==> src/rtl/fetch_pkg.sv <==
// Shared types and default constants for the fetch stage.
// Imported by the fetch unit, its IF/ID register and anything that binds to them.
package fetch_pkg;

  typedef enum logic [1:0] {
    BOOT = 2'd0,
    RUN  = 2'd1,
    HALT = 2'd2
  } fetch_state_t;

  localparam int          FETCH_PC_WIDTH    = 18;
  localparam int          FETCH_INSTR_WIDTH = 32;
  localparam logic [31:0] FETCH_HALT_INSTR  = 32'hFFFF_FFFF;
  localparam logic [31:0] FETCH_NOP_INSTR   = 32'h0000_0000;

endpackage

==> src/rtl/fetch_if.sv <==
// Fetch-to-decode channel: the IF/ID register contents plus decode's ready.
// Handshake: a transfer happens on every rising edge where id_valid && id_ready;
// while id_valid is high and id_ready is low, id_instr/id_pc/id_pc_next hold steady.
interface fetch_if #(
  parameter int PC_WIDTH          = 18,
  parameter int INSTRUCTION_WIDTH = 32
);

  logic                         id_valid;
  logic                         id_ready;
  logic [INSTRUCTION_WIDTH-1:0] id_instr;
  logic [PC_WIDTH-1:0]          id_pc;
  logic [PC_WIDTH-1:0]          id_pc_next;

  modport master (
    output id_valid,
    output id_instr,
    output id_pc,
    output id_pc_next,
    input  id_ready
  );

  modport slave (
    input  id_valid,
    input  id_instr,
    input  id_pc,
    input  id_pc_next,
    output id_ready
  );

endinterface

==> src/rtl/if_id_register.sv <==
// IF/ID pipeline register: loads a fetched word with its address, clears to an
// empty NOP slot, or holds. Clear takes priority over load.
module if_id_register #(
  parameter int                           PC_WIDTH          = 18,
  parameter int                           INSTRUCTION_WIDTH = 32,
  parameter logic [INSTRUCTION_WIDTH-1:0] NOP_INSTR         = '0
) (
  input  logic                         clk,
  input  logic                         rst_n,
  input  logic                         load,
  input  logic                         clear,
  input  logic [INSTRUCTION_WIDTH-1:0] load_instr,
  input  logic [PC_WIDTH-1:0]          load_pc,
  output logic                         valid,
  output logic [INSTRUCTION_WIDTH-1:0] instr,
  output logic [PC_WIDTH-1:0]          pc,
  output logic [PC_WIDTH-1:0]          pc_next
);

  always_ff @(posedge clk or negedge rst_n) begin
    if (!rst_n) begin
      valid   <= 1'b0;
      instr   <= NOP_INSTR;
      pc      <= '0;
      pc_next <= PC_WIDTH'(1);
    end else if (clear) begin
      // pc/pc_next keep their last value; only valid and instr mark the slot empty
      valid <= 1'b0;
      instr <= NOP_INSTR;
    end else if (load) begin
      valid   <= 1'b1;
      instr   <= load_instr;
      pc      <= load_pc;
      pc_next <= load_pc + PC_WIDTH'(1);
    end
  end

endmodule

==> src/rtl/fetch_unit.sv <==
// Fetch stage controller: owns the PC, reads the combinational instruction memory,
// feeds the IF/ID register, and handles redirects, HALT detection and fetch counting.
module fetch_unit
  import fetch_pkg::*;
#(
  parameter int                           PC_WIDTH          = FETCH_PC_WIDTH,
  parameter int                           INSTRUCTION_WIDTH = FETCH_INSTR_WIDTH,
  parameter logic [PC_WIDTH-1:0]          RESET_PC          = '0,
  parameter logic [INSTRUCTION_WIDTH-1:0] HALT_INSTR        = FETCH_HALT_INSTR,
  parameter logic [INSTRUCTION_WIDTH-1:0] NOP_INSTR         = FETCH_NOP_INSTR
) (
  input  logic                         clk,
  input  logic                         rst_n,
  output logic [PC_WIDTH-1:0]          imem_pc,
  input  logic [INSTRUCTION_WIDTH-1:0] imem_instr,
  input  logic                         redirect_valid,
  input  logic [PC_WIDTH-1:0]          redirect_pc,
  fetch_if.master                      dec,
  output logic                         halted,
  output logic [31:0]                  fetch_count,
  output fetch_state_t                 state_dbg
);

  fetch_state_t                 state;
  logic [PC_WIDTH-1:0]          pc_q;
  logic                         fire;
  logic                         drain;
  logic                         is_halt;
  logic                         reg_valid;
  logic [INSTRUCTION_WIDTH-1:0] reg_instr;
  logic [PC_WIDTH-1:0]          reg_pc;
  logic [PC_WIDTH-1:0]          reg_pc_next;

  assign is_halt = (imem_instr == HALT_INSTR);
  assign fire    = (state == RUN) && !redirect_valid && (!reg_valid || dec.id_ready);
  assign drain   = !fire && reg_valid && dec.id_ready;

  always_ff @(posedge clk or negedge rst_n) begin
    if (!rst_n) begin
      state       <= BOOT;
      pc_q        <= RESET_PC;
      halted      <= 1'b0;
      fetch_count <= '0;
    end else if (redirect_valid) begin
      // A redirect from any state, BOOT included, lands in RUN at the new target
      state  <= RUN;
      pc_q   <= redirect_pc;
      halted <= 1'b0;
    end else begin
      case (state)
        BOOT: state <= RUN;
        RUN: begin
          if (fire) begin
            fetch_count <= fetch_count + 32'd1;
            if (is_halt) begin
              state  <= HALT;
              halted <= 1'b1;
            end else begin
              pc_q <= pc_q + PC_WIDTH'(1);
            end
          end
        end
        HALT:    state <= HALT;
        default: state <= BOOT;
      endcase
    end
  end

  if_id_register #(
    .PC_WIDTH          (PC_WIDTH),
    .INSTRUCTION_WIDTH (INSTRUCTION_WIDTH),
    .NOP_INSTR         (NOP_INSTR)
  ) u_if_id (
    .clk        (clk),
    .rst_n      (rst_n),
    .load       (fire),
    .clear      (redirect_valid || drain),
    .load_instr (imem_instr),
    .load_pc    (pc_q),
    .valid      (reg_valid),
    .instr      (reg_instr),
    .pc         (reg_pc),
    .pc_next    (reg_pc_next)
  );

  assign imem_pc        = pc_q;
  assign state_dbg      = state;
  assign dec.id_valid   = reg_valid;
  assign dec.id_instr   = reg_instr;
  assign dec.id_pc      = reg_pc;
  assign dec.id_pc_next = reg_pc_next;

endmodule

==> src/flat_wrapper.sv <==
// flat-port wrapper written by rule: the top's interface ports become plain ports
module fetch_unit_flat import fetch_pkg::*;
#(
  parameter int                           PC_WIDTH          = FETCH_PC_WIDTH,
  parameter int                           INSTRUCTION_WIDTH = FETCH_INSTR_WIDTH,
  parameter logic [PC_WIDTH-1:0]          RESET_PC          = '0,
  parameter logic [INSTRUCTION_WIDTH-1:0] HALT_INSTR        = FETCH_HALT_INSTR,
  parameter logic [INSTRUCTION_WIDTH-1:0] NOP_INSTR         = FETCH_NOP_INSTR
)
  (clk, rst_n, imem_pc, imem_instr, redirect_valid, redirect_pc, halted, fetch_count, state_dbg, dec_id_valid, dec_id_instr, dec_id_pc, dec_id_pc_next, dec_id_ready);
  fetch_if #(.PC_WIDTH(PC_WIDTH), .INSTRUCTION_WIDTH(INSTRUCTION_WIDTH)) dec_i ();
  input  logic clk;
  input  logic rst_n;
  output logic [PC_WIDTH-1:0] imem_pc;
  input  logic [INSTRUCTION_WIDTH-1:0] imem_instr;
  input  logic redirect_valid;
  input  logic [PC_WIDTH-1:0] redirect_pc;
  output logic halted;
  output logic [31:0] fetch_count;
  output fetch_state_t state_dbg;
  output wire logic [$bits(dec_i.id_valid)-1:0] dec_id_valid;
  output wire logic [$bits(dec_i.id_instr)-1:0] dec_id_instr;
  output wire logic [$bits(dec_i.id_pc)-1:0] dec_id_pc;
  output wire logic [$bits(dec_i.id_pc_next)-1:0] dec_id_pc_next;
  input wire logic [$bits(dec_i.id_ready)-1:0] dec_id_ready;
  assign dec_id_valid = dec_i.id_valid;
  assign dec_id_instr = dec_i.id_instr;
  assign dec_id_pc = dec_i.id_pc;
  assign dec_id_pc_next = dec_i.id_pc_next;
  assign dec_i.id_ready = dec_id_ready;
  fetch_unit #(.PC_WIDTH(PC_WIDTH), .INSTRUCTION_WIDTH(INSTRUCTION_WIDTH), .RESET_PC(RESET_PC), .HALT_INSTR(HALT_INSTR), .NOP_INSTR(NOP_INSTR)) u_core (.clk(clk), .rst_n(rst_n), .imem_pc(imem_pc), .imem_instr(imem_instr), .redirect_valid(redirect_valid), .redirect_pc(redirect_pc), .dec(dec_i), .halted(halted), .fetch_count(fetch_count), .state_dbg(state_dbg));
endmodule
==> config.mk <==
export PLATFORM = sky130hd
export DESIGN_NAME = fetch_unit_flat
export DESIGN_NICKNAME = d
export VERILOG_FILES = /design/src/rtl/fetch_pkg.sv /design/src/rtl/fetch_if.sv /design/src/rtl/if_id_register.sv /design/src/rtl/fetch_unit.sv /design/src/flat_wrapper.sv
export SDC_FILE = /design/constraint.sdc
export NUM_CORES = 1
export LEC_CHECK = 0
export ABC_AREA = 1
export CAP_MARGIN = 0
export CORE_MARGIN = 3
export CORE_UTILIZATION = 35
export DETAILED_ROUTE_END_ITERATION = 6
export PLACE_DENSITY = 0.65
export SYNTH_ARGS = -nofsm -noshare
export SYNTH_HDL_FRONTEND = slang
export SYNTH_SLANG_ARGS = --single-unit
export TNS_END_PERCENT = 20
==> constraint.sdc <==
create_clock -name clk -period 4.5 [get_ports clk]
set_clock_uncertainty 0.2 [all_clocks]
set_input_delay 0.9 -clock clk [delete_from_list [all_inputs] [get_ports clk]]
set_output_delay 0.9 -clock clk [all_outputs]
set_load 0.02 [all_outputs]
==> summary.txt, run 1 <==
Power and ir drop
  – Tot Pwr: 5.21 mW
  – Leakage: 3.98 nW
  – P per Cell Area: 602 nW/um^2
  – Peak supply drop: 0.384 mV

Yosys
  – Post-synthesis xor/xnor area fraction: 3.33%
  – Largest family of logic cells by synthesized area: simple AND/OR/NAND/NOR gates
  – Warnings, synthesis: 0
  – Sequential fraction of the synthesis area: 50.5%
  – Post-synthesis cell count: 794
  – Cell Area, Synth: 6050 sq um
  – Synth Area in Compound Gates: 3.87%
  – Synthesis-stage register bit count: 122
  – Simple-Gate Fraction of Synth Area: 36.5%
  – Synth Net Count: 852
  – Adder-Cell Fraction of Synth Area: 0.828%
  – Syn_area_per_cell: 7.62 sq um
  – Distinct cells, synth: 33
  – Mux contribution to synthesized area: 0%

Clocking
  – Post-CTS Setup Repair Bufs: 0
  – Worst skew pair latency: 0.41 ns
  – CTS H-tree lvls: 4
  – CTS Buffer Depth: 2
  – TritonCTS clock tree: done
  – CTS Root Cell: clkbuf_16
  – CTS sink count: 122
  – Clock slew seen by the registers of the worst setup and hold paths: 0.05 ns
  – CTS Buf Count: 17
  – Cts repair resizes: 0
  – CTS Hold Buffers Added: 0

Setup path
  – CP peak stage delay: 0.50 ns
  – CP startpoint kind: input port
  – Crit path DAT: 2.98 ns
  – Required time at the worst-slack endpoint: 4.60 ns
  – Worst path slowest cell: nor2_8
  – Worst-path fanout max: 39
  – Crit-path cells: clkdlybuf4s50_1 -> clkinv_2 -> nand2_4 -> nor2_8 -> nand3_2 -> nor2_4 -> nand2_2 -> o21ai_1 -> nand2_1
  – Worst setup EP type: flip-flop
  – Critical path type: in -> reg
  – Reg-to-reg slack, setup: 2.15 ns

Layout
  – Share of cells above drive strength 1: 5.70%
  – Sequential Area: 3050 sq um
  – Area Growth Syn to Fin: 43.1%
  – Final Cell Area: 8650 sq um
  – Multi-input logic area: 2700 sq um
  – Leading cell type in the layout, fill and taps excluded: nand2_1
  – N_diodes: 0
  – Nets: 1,028
  – Most frequent cells in the layout: nand2_1, clkdlybuf4s50_1, dfrtp_1, nor2_1, nand3_1
  – Fill cells: 1,664

Timing
  – Fmax achieved: 347 MHz
  – Final Max Tran Viols: 0
  – Setup TNS Final: 0 ns
  – Fin. Hold Viols: 0
  – Fin crit period: 2.88 ns
  – Setup-failing EPs final: 0
  – RSZ-0062 raised after global routing: false
  – Relative slew slack: 39.8%
  – Final period utilization: 64.0%
  – Least-Margin Pin Slew: 0.903 ns

Floorplanning
  – Die height: 137 microns
  – Die W: 137 microns
  – Initial core utilization: 36.1%
  – Core Area: 16,800 sq um
  – Die area: 18,900 sq um
  – I/O pins: 176
  – Rows: 47

Drt
  – WL/cell: 14.5 microns
  – Total wire length: 17,500 microns
  – Initial DRT Pass Iterations: 4
  – Vias/cell: 4.71
  – Initial DRC Count: 388
  – DR DRC count: 0
  – DRT antenna net count: 0
  – Vias: 5,670

Hold path
  – Worst min-delay path category: reg -> reg

Place
  – Placer Congestion: 0.863
  – Hpwl dp: 12,600 microns
  – I/O Buffers: 175
  – Area after DPL: 8010 sq um

Outcome
  – Status: finished clean

GRT
  – Vias in the first global route: 5,591
  – Grt ovf: 0
  – Largest net degree at the start of global routing: 71
  – Initial antenna violation count: 0
  – GRT Total Usage: 19.2%
  – First-pass GRT wire length: 28,300 microns

Run
  – Maxcap violations: 0
## layout make-up
type / count / share of cell area (%)
repair buffers: 181 / 20.9
clock buffers: 23 / 5.87
clock inverters: 9 / 1.55
flip-flops and latches: 122 / 35.3
multi-input cells: 600 / 31.1
well taps: 220 / 3.18
inverters: 48 / 2.10
## per-stage QoR
stage               utilization [%]  hold WS, ns  setup WS [ns]  instances
floorplan                         -        0.321           2.32        794
global placement               47.8        0.254           1.19       1171
detailed placement             47.8        0.257           1.16       1171
CTS                            51.6        0.271           1.61       1203
global route                   51.6        0.296           1.46       1203
finish                         51.6        0.269           1.62       1203
## power by group
part / internal (mW) / switching (mW) / total [mW]
Combinational: 0.860 / 1.15 / 2.01
Sequential: 1.44 / 0.303 / 1.74
Clock: 0.961 / 0.499 / 1.46
## final timing paths
kind / start / end / cells after the start
min in group asynchronous: rst_n / u_core.u_if_id.instr[5]$_DFFE_PN0P_ / 1
max in group asynchronous: rst_n / u_core.u_if_id.pc_next[12]$_DFFE_PN0P_ / 2
max reg2reg: u_core.state_dbg[1]$_DFFE_PN0P_ / u_core.fetch_count[17]$_DFFE_PN0P_ / 8
min reg2reg: u_core.u_if_id.instr[11]$_DFFE_PN0P_ / u_core.u_if_id.instr[11]$_DFFE_PN0P_ / 2
max: redirect_valid / u_core.fetch_count[14]$_DFFE_PN0P_ / 9
min: u_core.u_if_id.instr[11]$_DFFE_PN0P_ / u_core.u_if_id.instr[11]$_DFFE_PN0P_ / 2
## per-layer routing
layer  vias up  wire [microns]  track usage [%]
li1       2854               -                -
met1      2642            7800             24.8
met2       147            8160             30.5
met3        27            1180             6.50
met4         0             320             6.10
met5         -               0                0
## worst max-delay path: cells and delay by family
family          cells  cell delay, ns
simple gates        6            1.22
buf+inv             2            0.73
compound gates      1            0.13
## state kept, by name, indices dropped and copies added, names as in the netlist
name,cells
u_core.fetch_count,32
u_core.halted,1
u_core.imem_pc,18
u_core.state_dbg,2
u_core.u_if_id.instr,32
u_core.u_if_id.pc,18
u_core.u_if_id.pc_next,18
u_core.u_if_id.valid,1
## cells by family (layout without fill, tap and decap cells)
logic type,Yosys count,after routing
AOI/OAI and AO/OA,42,42
xor gates and xnor gates,23,23
adders and majority gates,4,4
buffers and inverters,72,261
DFF,122,122
and+or+nand+nor,531,531
## cell usage after synthesis (all sizes together)
library cell	number	area share, %
buf	17	1.5
nand3	65	5.5
nor2	85	6.0
xnor2	6	0.87
a21oi	1	0.083
xor2	17	2.5
dfrtp	121	50
dfstp	1	0.43
nand3b	8	0.99
nand4	7	0.72
a31oi	7	0.72
a211oi	1	0.33
clkinv	2	0.14
ha	4	0.83
nor3	7	0.66
clkbuf	7	0.43
nor4	1	0.10
o21ai	33	2.7
and2	1	0.10
nand2	357	22
inv	46	2.9
Note: power is estimated with default switching activity, not from simulation.
==> run 2: changes to the inputs <==
==> constraint.sdc (replaced) <==
create_clock -name clk -period 2.73 [get_ports clk]
set_clock_uncertainty 0.2 [all_clocks]
set_input_delay 0.546 -clock clk [delete_from_list [all_inputs] [get_ports clk]]
set_output_delay 0.546 -clock clk [all_outputs]
set_load 0.02 [all_outputs]
==> run 2 against run 1 <==
Combinational power increased by 68%. Sequential power increased by 64%. Via count increased by 0.18%. Cell area increased by 0.25%. Cell count increased by 0.91%. Worst hold slack got worse by 0.0040 ns. First-iteration DRC count decreased by 16%. Global-route usage about the same. Sequential cell count unchanged. Clock power increased by 47%. Critical path type is now reg -> reg. Largest cell class unchanged.
==> summary.txt, run 2 (same netlist as run 1, synthesis figures left out) <==
Outcome
  – Status: finished clean (unchanged)

Clocking
  – TritonCTS clock tree: done (unchanged)
  – CTS Buf Count: 17 (unchanged)
  – CTS Buffer Depth: 2 (unchanged)
  – Post-CTS Setup Repair Bufs: 0 (unchanged)
  – CTS H-tree lvls: 4 (unchanged)
  – Clock slew seen by the registers of the worst setup and hold paths: 0.06 ns (was 0.05 ns)
  – Worst skew pair latency: 0.41 ns (about the same)
  – CTS sink count: 122 (unchanged)
  – CTS Root Cell: clkbuf_16 (unchanged)

Floorplanning
  – Die W: 137 microns (unchanged)
  – Die area: 18,900 sq um (unchanged)
  – Core Area: 16,800 sq um (unchanged)
  – Initial core utilization: 36.1% (unchanged)
  – Die height: 137 microns (unchanged)
  – I/O pins: 176 (unchanged)
  – Rows: 47 (unchanged)

Setup path
  – Crit path DAT: 2.51 ns (was 2.98 ns)
  – Reg-to-reg slack, setup: 0.37 ns (was 2.15 ns)
  – CP peak stage delay: 0.88 ns (was 0.50 ns)
  – FF-to-FF End: u_core.imem_pc[15]$_DFFE_PN0P_ (was u_core.fetch_count[17]$_DFFE_PN0P_)
  – R2r startpoint: u_core.state_dbg[1]$_DFFE_PN0P_ (unchanged)
  – Most used cell, CP: inv_1
  – R2R cell count: 8 (unchanged)
  – Critical path type: reg -> reg (was in -> reg)
  – CP Capture Point: u_core.imem_pc[15]$_DFFE_PN0P_ (was u_core.fetch_count[14]$_DFFE_PN0P_)
  – CP bufs+invs: 2 (unchanged)
  – Required time at the worst-slack endpoint: 2.88 ns (was 4.60 ns)
  – Worst path slowest cell: a21oi_1 (was nor2_8)
  – Crit-path cells: inv_1 -> ha_1 -> inv_1 -> nor2_2 -> nand2_2 -> a21oi_1 -> nand2_1 -> nand3_1 (was clkdlybuf4s50_1 -> clkinv_2 -> nand2_4 -> nor2_8 -> nand3_2 -> nor2_4 -> nand2_2 -> o21ai_1 -> nand2_1)
  – Worst setup EP type: flip-flop (unchanged)
  – Worst setup path startpoint: u_core.state_dbg[1]$_DFFE_PN0P_ (was redirect_valid)
  – Delay-heaviest family, CP: compound AO/OA/AOI/OAI gates (was simple AND/OR/NAND/NOR gates)
  – CP Depth: 8 (was 9)
  – CP startpoint kind: flip-flop (was input port)
  – Worst-path fanout max: 11 (was 39)

Layout
  – Top Registers: u_core.fetch_count x32, u_core.u_if_id.instr x32 (unchanged)
  – Most frequent cells in the layout: nand2_1, clkdlybuf4s50_1, dfrtp_1, nor2_1, nand3_1 (unchanged)
  – N_diodes: 0 (unchanged)
  – Leading cell type in the layout, fill and taps excluded: nand2_1 (unchanged)
  – Util after Layout: 51.8% (was 51.6%)
  – Share of cells above drive strength 1: 6.64% (was 5.70%)
  – Area Growth Syn to Fin: 43.5% (was 43.1%)
  – Nets: 1,039 (was 1,028)

Place
  – Hpwl dp: 13,000 microns (was 12,600 microns)
  – I/O Buffers: 175 (unchanged)
  – Placer Congestion: 0.866 (was 0.863)

Power and ir drop
  – Leakage: 3.99 nW (was 3.98 nW)
  – Peak supply drop: 0.584 mV (was 0.384 mV)
  – P per Cell Area: 966 nW/um^2 (was 602 nW/um^2)

Drt
  – Initial DRT Pass Iterations: 4 (unchanged)
  – Vias: 5,680 (was 5,670)
  – WL/cell: 14.3 microns (was 14.5 microns)
  – Total wire length: 17,400 microns (was 17,500 microns)
  – Initial DRC Count: 326 (was 388)
  – Vias/cell: 4.68 (was 4.71)
  – DRT antenna net count: 0 (unchanged)
  – DR DRC count: 0 (unchanged)

GRT
  – First-pass GRT wire length: 28,300 microns (about the same)
  – Grt ovf: 0 (unchanged)
  – Initial antenna violation count: 0 (unchanged)
  – Largest net degree at the start of global routing: 44 (was 71)
  – GRT Total Usage: 19.3% (was 19.2%)
  – Vias in the first global route: 5,529 (was 5,591)

Hold path
  – Worst min-delay path category: reg -> reg (unchanged)

Timing
  – Final period utilization: 86.3%
  – Setup TNS Final: 0 ns (unchanged)
  – Fmax achieved: 424 MHz
  – Fin. Hold Viols: 0 (unchanged)
  – Final Max Tran Viols: 0 (unchanged)
  – Fin crit period: 2.36 ns
  – Least-Margin Pin Slew: 1.16 ns (was 0.903 ns)
  – RSZ-0062 raised after global routing: false (unchanged)
  – Relative slew slack: 22.6% (was 39.8%)
  – Setup-failing EPs final: 0 (unchanged)

Run
  – Maxcap violations: 0 (unchanged)
-- run 2: cell count changes in the layout (fill, tap and decap cells not counted), sizes merged --
cell | before | now
inv | 47 | 52
clkinvlp | 1 | 4
bufinv | 3 | 1
dlygate4sd3 | 0 | 1
buf | 7 | 17
clkbuf | 23 | 17
-- run 2: final cells by class --
type	instances	area (sq um)
inverter	48	181
sequential	122	3050
clock buffer	17	425
tap	220	275
clock inverter	15	140
multi-input combinational	600	2700
fill	1616	8080
timing repair buffer	192	1900
-- run 2: how the worst min path moves through the flow --
stage	startpoint	endpoint	slack [ns]	depth (start not counted)
2_1_floorplan	rst_n	u_core.fetch_count[0]$_DFFE_PN0P_	0.05	0
5_1_grt	u_core.u_if_id.instr[2]$_DFFE_PN0P_	u_core.u_if_id.instr[2]$_DFFE_PN0P_	0.28	2
3_3_place_gp	u_core.u_if_id.instr[21]$_DFFE_PN0P_	u_core.u_if_id.instr[21]$_DFFE_PN0P_	0.25	2
4_1_cts	u_core.u_if_id.instr[7]$_DFFE_PN0P_	u_core.u_if_id.instr[7]$_DFFE_PN0P_	0.27	2
6_report	u_core.u_if_id.instr[18]$_DFFE_PN0P_	u_core.u_if_id.instr[18]$_DFFE_PN0P_	0.27	2
3_5_place_dp	u_core.u_if_id.instr[18]$_DFFE_PN0P_	u_core.u_if_id.instr[18]$_DFFE_PN0P_	0.26	2
-- run 2: worst register-to-register path: stages (launching register included) --
cell and delay (ns):
dfrtp_1 0.40, inv_1 0.08, ha_1 0.21, inv_1 0.07, nor2_2 0.12, nand2_2 0.06
a21oi_1 0.88, nand2_1 0.13, nand3_1 0.13
-- run 2: report_power, final --
part | switching, mW | total [mW] | internal (mW)
logic | 1.91 | 3.38 | 1.46
registers | 0.486 | 2.86 | 2.37
clock network | 0.882 | 2.15 | 1.27
total | 3.28 | 8.38 | 5.10
-- run 2: routing by layer --
layer / track usage [%] / vias to the layer above / wire, microns
li1: - / 2893 / -
met1: 25.9 / 2596 / 7760
met2: 30.5 / 171 / 8170
met3: 4.97 / 20 / 1120
met4: 6.04 / 0 / 295
met5: 0 / - / 0
-- run 2: stage by stage --
stage                     area (sq um)  worst slack [ns]  std cells  total power [mW]  hold WS, ns
after detailed placement          8100            0.0764       1181              6.29        0.257
after global routing              8680             0.174       1214              8.91        0.281
after floorplan                   6050             0.851        794              4.56       0.0504
after global placement            8100             0.149       1181              6.25        0.254
final                             8680             0.373       1214              8.38        0.265
after CTS                         8680             0.379       1214              8.47        0.272
-- run 2: timing repair --
action,4_1_cts,5_1_grt
resized for setup,0,0
hold buffers,1,0
endpoints found under the hold margin,37,0
==> run 3: changes to the inputs <==
--- a/config.mk
+++ b/config.mk
@@ -10,6 +10,7 @@
 export CORE_MARGIN = 3
 export CORE_UTILIZATION = 35
 export DETAILED_ROUTE_END_ITERATION = 6
+export MAX_ROUTING_LAYER = met4
 export PLACE_DENSITY = 0.65
 export SYNTH_ARGS = -nofsm -noshare
 export SYNTH_HDL_FRONTEND = slang
==> constraint.sdc (replaced) <==
create_clock -name clk -period 2.73 [get_ports clk]
set_clock_uncertainty 0.2 [all_clocks]
set_input_delay 0.546 -clock clk [delete_from_list [all_inputs] [get_ports clk]]
set_output_delay 0.546 -clock clk [all_outputs]
set_load 0.01 [all_outputs]
==> run 3 against run 2 <==
Sequential share of layout area is the same. Sequential cell count unchanged. Non-clock buffer count is the same. Maximum frequency is 1.0% higher. Critical path depth did not move. Global-route usage rose by 0.59 points. Clock-buffer cell count is the same.
==> summary.txt, run 3 (same netlist as run 1, synthesis figures left out) <==
Drt
  – Vias/cell: 4.67 (was 4.68)
  – DR DRC count: 0 (unchanged)
  – Initial DRC Count: 433 (was 326)
  – Total wire length: 17,300 microns (was 17,400 microns)
  – Vias: 5,674 (was 5,680)
  – WL/cell: 14.3 microns (about the same)
  – DRT antenna net count: 0 (unchanged)
  – Initial DRT Pass Iterations: 4 (unchanged)

Hold path
  – Hold Path Origin: u_core.u_if_id.instr[18]$_DFFE_PN0P_ (unchanged)
  – Worst min-delay path category: reg -> reg (unchanged)

Run
  – Maxcap violations: 0 (unchanged)

Clocking
  – Worst skew pair latency: 0.41 ns (about the same)
  – Clock slew seen by the registers of the worst setup and hold paths: 0.06 ns (about the same)
  – Cts repair resizes: 0 (unchanged)
  – CTS H-tree lvls: 4 (unchanged)
  – Post-CTS Setup Repair Bufs: 0 (unchanged)
  – CTS Buf Count: 17 (unchanged)
  – CTS sink count: 122 (unchanged)
  – CTS Root Cell: clkbuf_16 (unchanged)
  – CTS Buffer Depth: 2 (unchanged)
  – TritonCTS clock tree: done (unchanged)

Power and ir drop
  – Sequential power share: 36.0% (was 34.1%)
  – Leakage: 3.99 nW (unchanged)
  – Switching Share: 35.8% (was 39.2%)
  – Net Sw Power: 2.85 mW (was 3.28 mW)
  – Comb pwr share: 37.0% (was 40.3%)
  – Tot Pwr: 7.94 mW (was 8.38 mW)
  – Clk pwr share: 27.0% (was 25.6%)
  – Peak supply drop: 0.578 mV (was 0.584 mV)
  – Int Power: 5.10 mW (about the same)
  – P per Cell Area: 915 nW/um^2 (was 966 nW/um^2)

Timing
  – Fmax achieved: 429 MHz (was 424 MHz)
  – RSZ-0062 raised after global routing: false (unchanged)
  – Min Hold Slack: 0.265 ns (about the same)
  – Relative slew slack: 25.4% (was 22.6%)
  – Final period utilization: 85.5% (was 86.3%)
  – Fin. Hold Viols: 0 (unchanged)
  – Setup-failing EPs final: 0 (unchanged)
  – Least-Margin Pin Slew: 1.12 ns (was 1.16 ns)
  – Setup TNS Final: 0 ns (unchanged)
  – Final Max Tran Viols: 0 (unchanged)
  – Fin crit period: 2.33 ns (was 2.36 ns)

Floorplanning
  – Die height: 137 microns (unchanged)
  – Initial core utilization: 36.1% (unchanged)
  – I/O pins: 176 (unchanged)
  – Die area: 18,900 sq um (unchanged)
  – Rows: 47 (unchanged)
  – Core Area: 16,800 sq um (unchanged)
  – Die W: 137 microns (unchanged)

Layout
  – Leading cell type in the layout, fill and taps excluded: nand2_1 (unchanged)
  – Share of cells above drive strength 1: 6.64% (unchanged)
  – Util after Layout: 51.8% (unchanged)
  – Area Growth Syn to Fin: 43.5% (unchanged)
  – Most frequent cells in the layout: nand2_1, clkdlybuf4s50_1, dfrtp_1, nor2_1, nand3_1 (unchanged)
  – Top Registers: u_core.fetch_count x32, u_core.u_if_id.instr x32 (unchanged)
  – N_diodes: 0 (unchanged)
  – Nets: 1,039 (unchanged)

GRT
  – Vias in the first global route: 5,516 (was 5,529)
  – GRT Total Usage: 19.8% (was 19.3%)
  – First-pass GRT wire length: 28,300 microns (about the same)
  – Grt ovf: 0 (unchanged)
  – Initial antenna violation count: 0 (unchanged)
  – Largest net degree at the start of global routing: 44 (unchanged)

Setup path
  – Worst setup path startpoint: u_core.state_dbg[1]$_DFFE_PN0P_ (unchanged)
  – Crit path DAT: 2.48 ns (was 2.51 ns)
  – R2r startpoint: u_core.state_dbg[1]$_DFFE_PN0P_ (unchanged)
  – Worst setup EP type: flip-flop (unchanged)
  – Critical path type: reg -> reg (unchanged)
  – Required time at the worst-slack endpoint: 2.87 ns (was 2.88 ns)
  – Reg-to-reg slack, setup: 0.40 ns (was 0.37 ns)
  – CP startpoint kind: flip-flop (unchanged)
  – Worst-path fanout max: 11 (unchanged)

Place
  – Hpwl dp: 13,000 microns (unchanged)
  – Placer Congestion: 0.880 (was 0.866)
  – I/O Buffers: 175 (unchanged)

Outcome
  – Status: finished clean (unchanged)
-- run 3: cell counts in the layout (fill, tap and decap cells not counted) --
Identical to the previous run, type by type.
-- run 3: layer usage --
metal,global-route usage [%],share of wire (%),vias up
met5,-,0,-
met4,6.04,1.5,0
met3,4.27,5.6,18
met2,30.5,47,153
met1,26.4,46,2612
li1,-,-,2891
-- run 3: worst max-delay path, cell delays in order, from the launching register on --
cell	delay (ns)
dfrtp_1	0.40
inv_1	0.08
ha_1	0.21
inv_1	0.07
nor2_2	0.12
nand2_2	0.06
a21oi_1	0.85
nand2_1	0.13
nand3_1	0.13
-- run 3: power by group through the flow --
stage               Sequential, mW  Clock [mW]  Combinational [mW]
floorplan                     3.04           0                1.10
global placement              2.88           0                2.94
detailed placement            2.87           0                2.98
CTS                           2.86        2.18                3.00
global route                  2.95        2.27                3.27
finish                        2.86        2.14                2.94
-- run 3: worst paths after layout --
kind                       depth (start not counted)                                endpoint
min in group asynchronous                          2     u_core.u_if_id.instr[8]$_DFFE_PN0P_
hold reg to reg                                    2    u_core.u_if_id.instr[18]$_DFFE_PN0P_
setup / recovery                                   8          u_core.imem_pc[13]$_DFFE_PN0P_
hold / removal                                     2    u_core.u_if_id.instr[18]$_DFFE_PN0P_
max in group asynchronous                          3  u_core.u_if_id.pc_next[12]$_DFFE_PN0P_
setup reg to reg                                   8          u_core.imem_pc[13]$_DFFE_PN0P_
-- run 3: cell type report --
class                           count  area [sq um]
Sequential cell                   122          3050
Timing Repair Buffer              192          1900
Clock buffer                       17           425
Multi-Input combinational cell    600          2700
Fill cell                        1616          8080
Tap cell                          220           275
Inverter                           48           181
Clock inverter                     15           140
-- run 3: repair_timing --
| action | in CTS | in global routing |
|---|---|---|
| endpoints found under the setup margin | 0 | 0 |
| hold buffers | 1 | 0 |
| hold endpoints to repair | 37 | 0 |
-- run 3: stage by stage --
step	instance area [sq um]	worst slack, ns	instances
finish	8680	0.397	1214
global route	8680	0.174	1214
CTS	8680	0.379	1214
detailed placement	8100	0.0764	1181
global placement	8100	0.149	1181
floorplan	6050	0.911	794
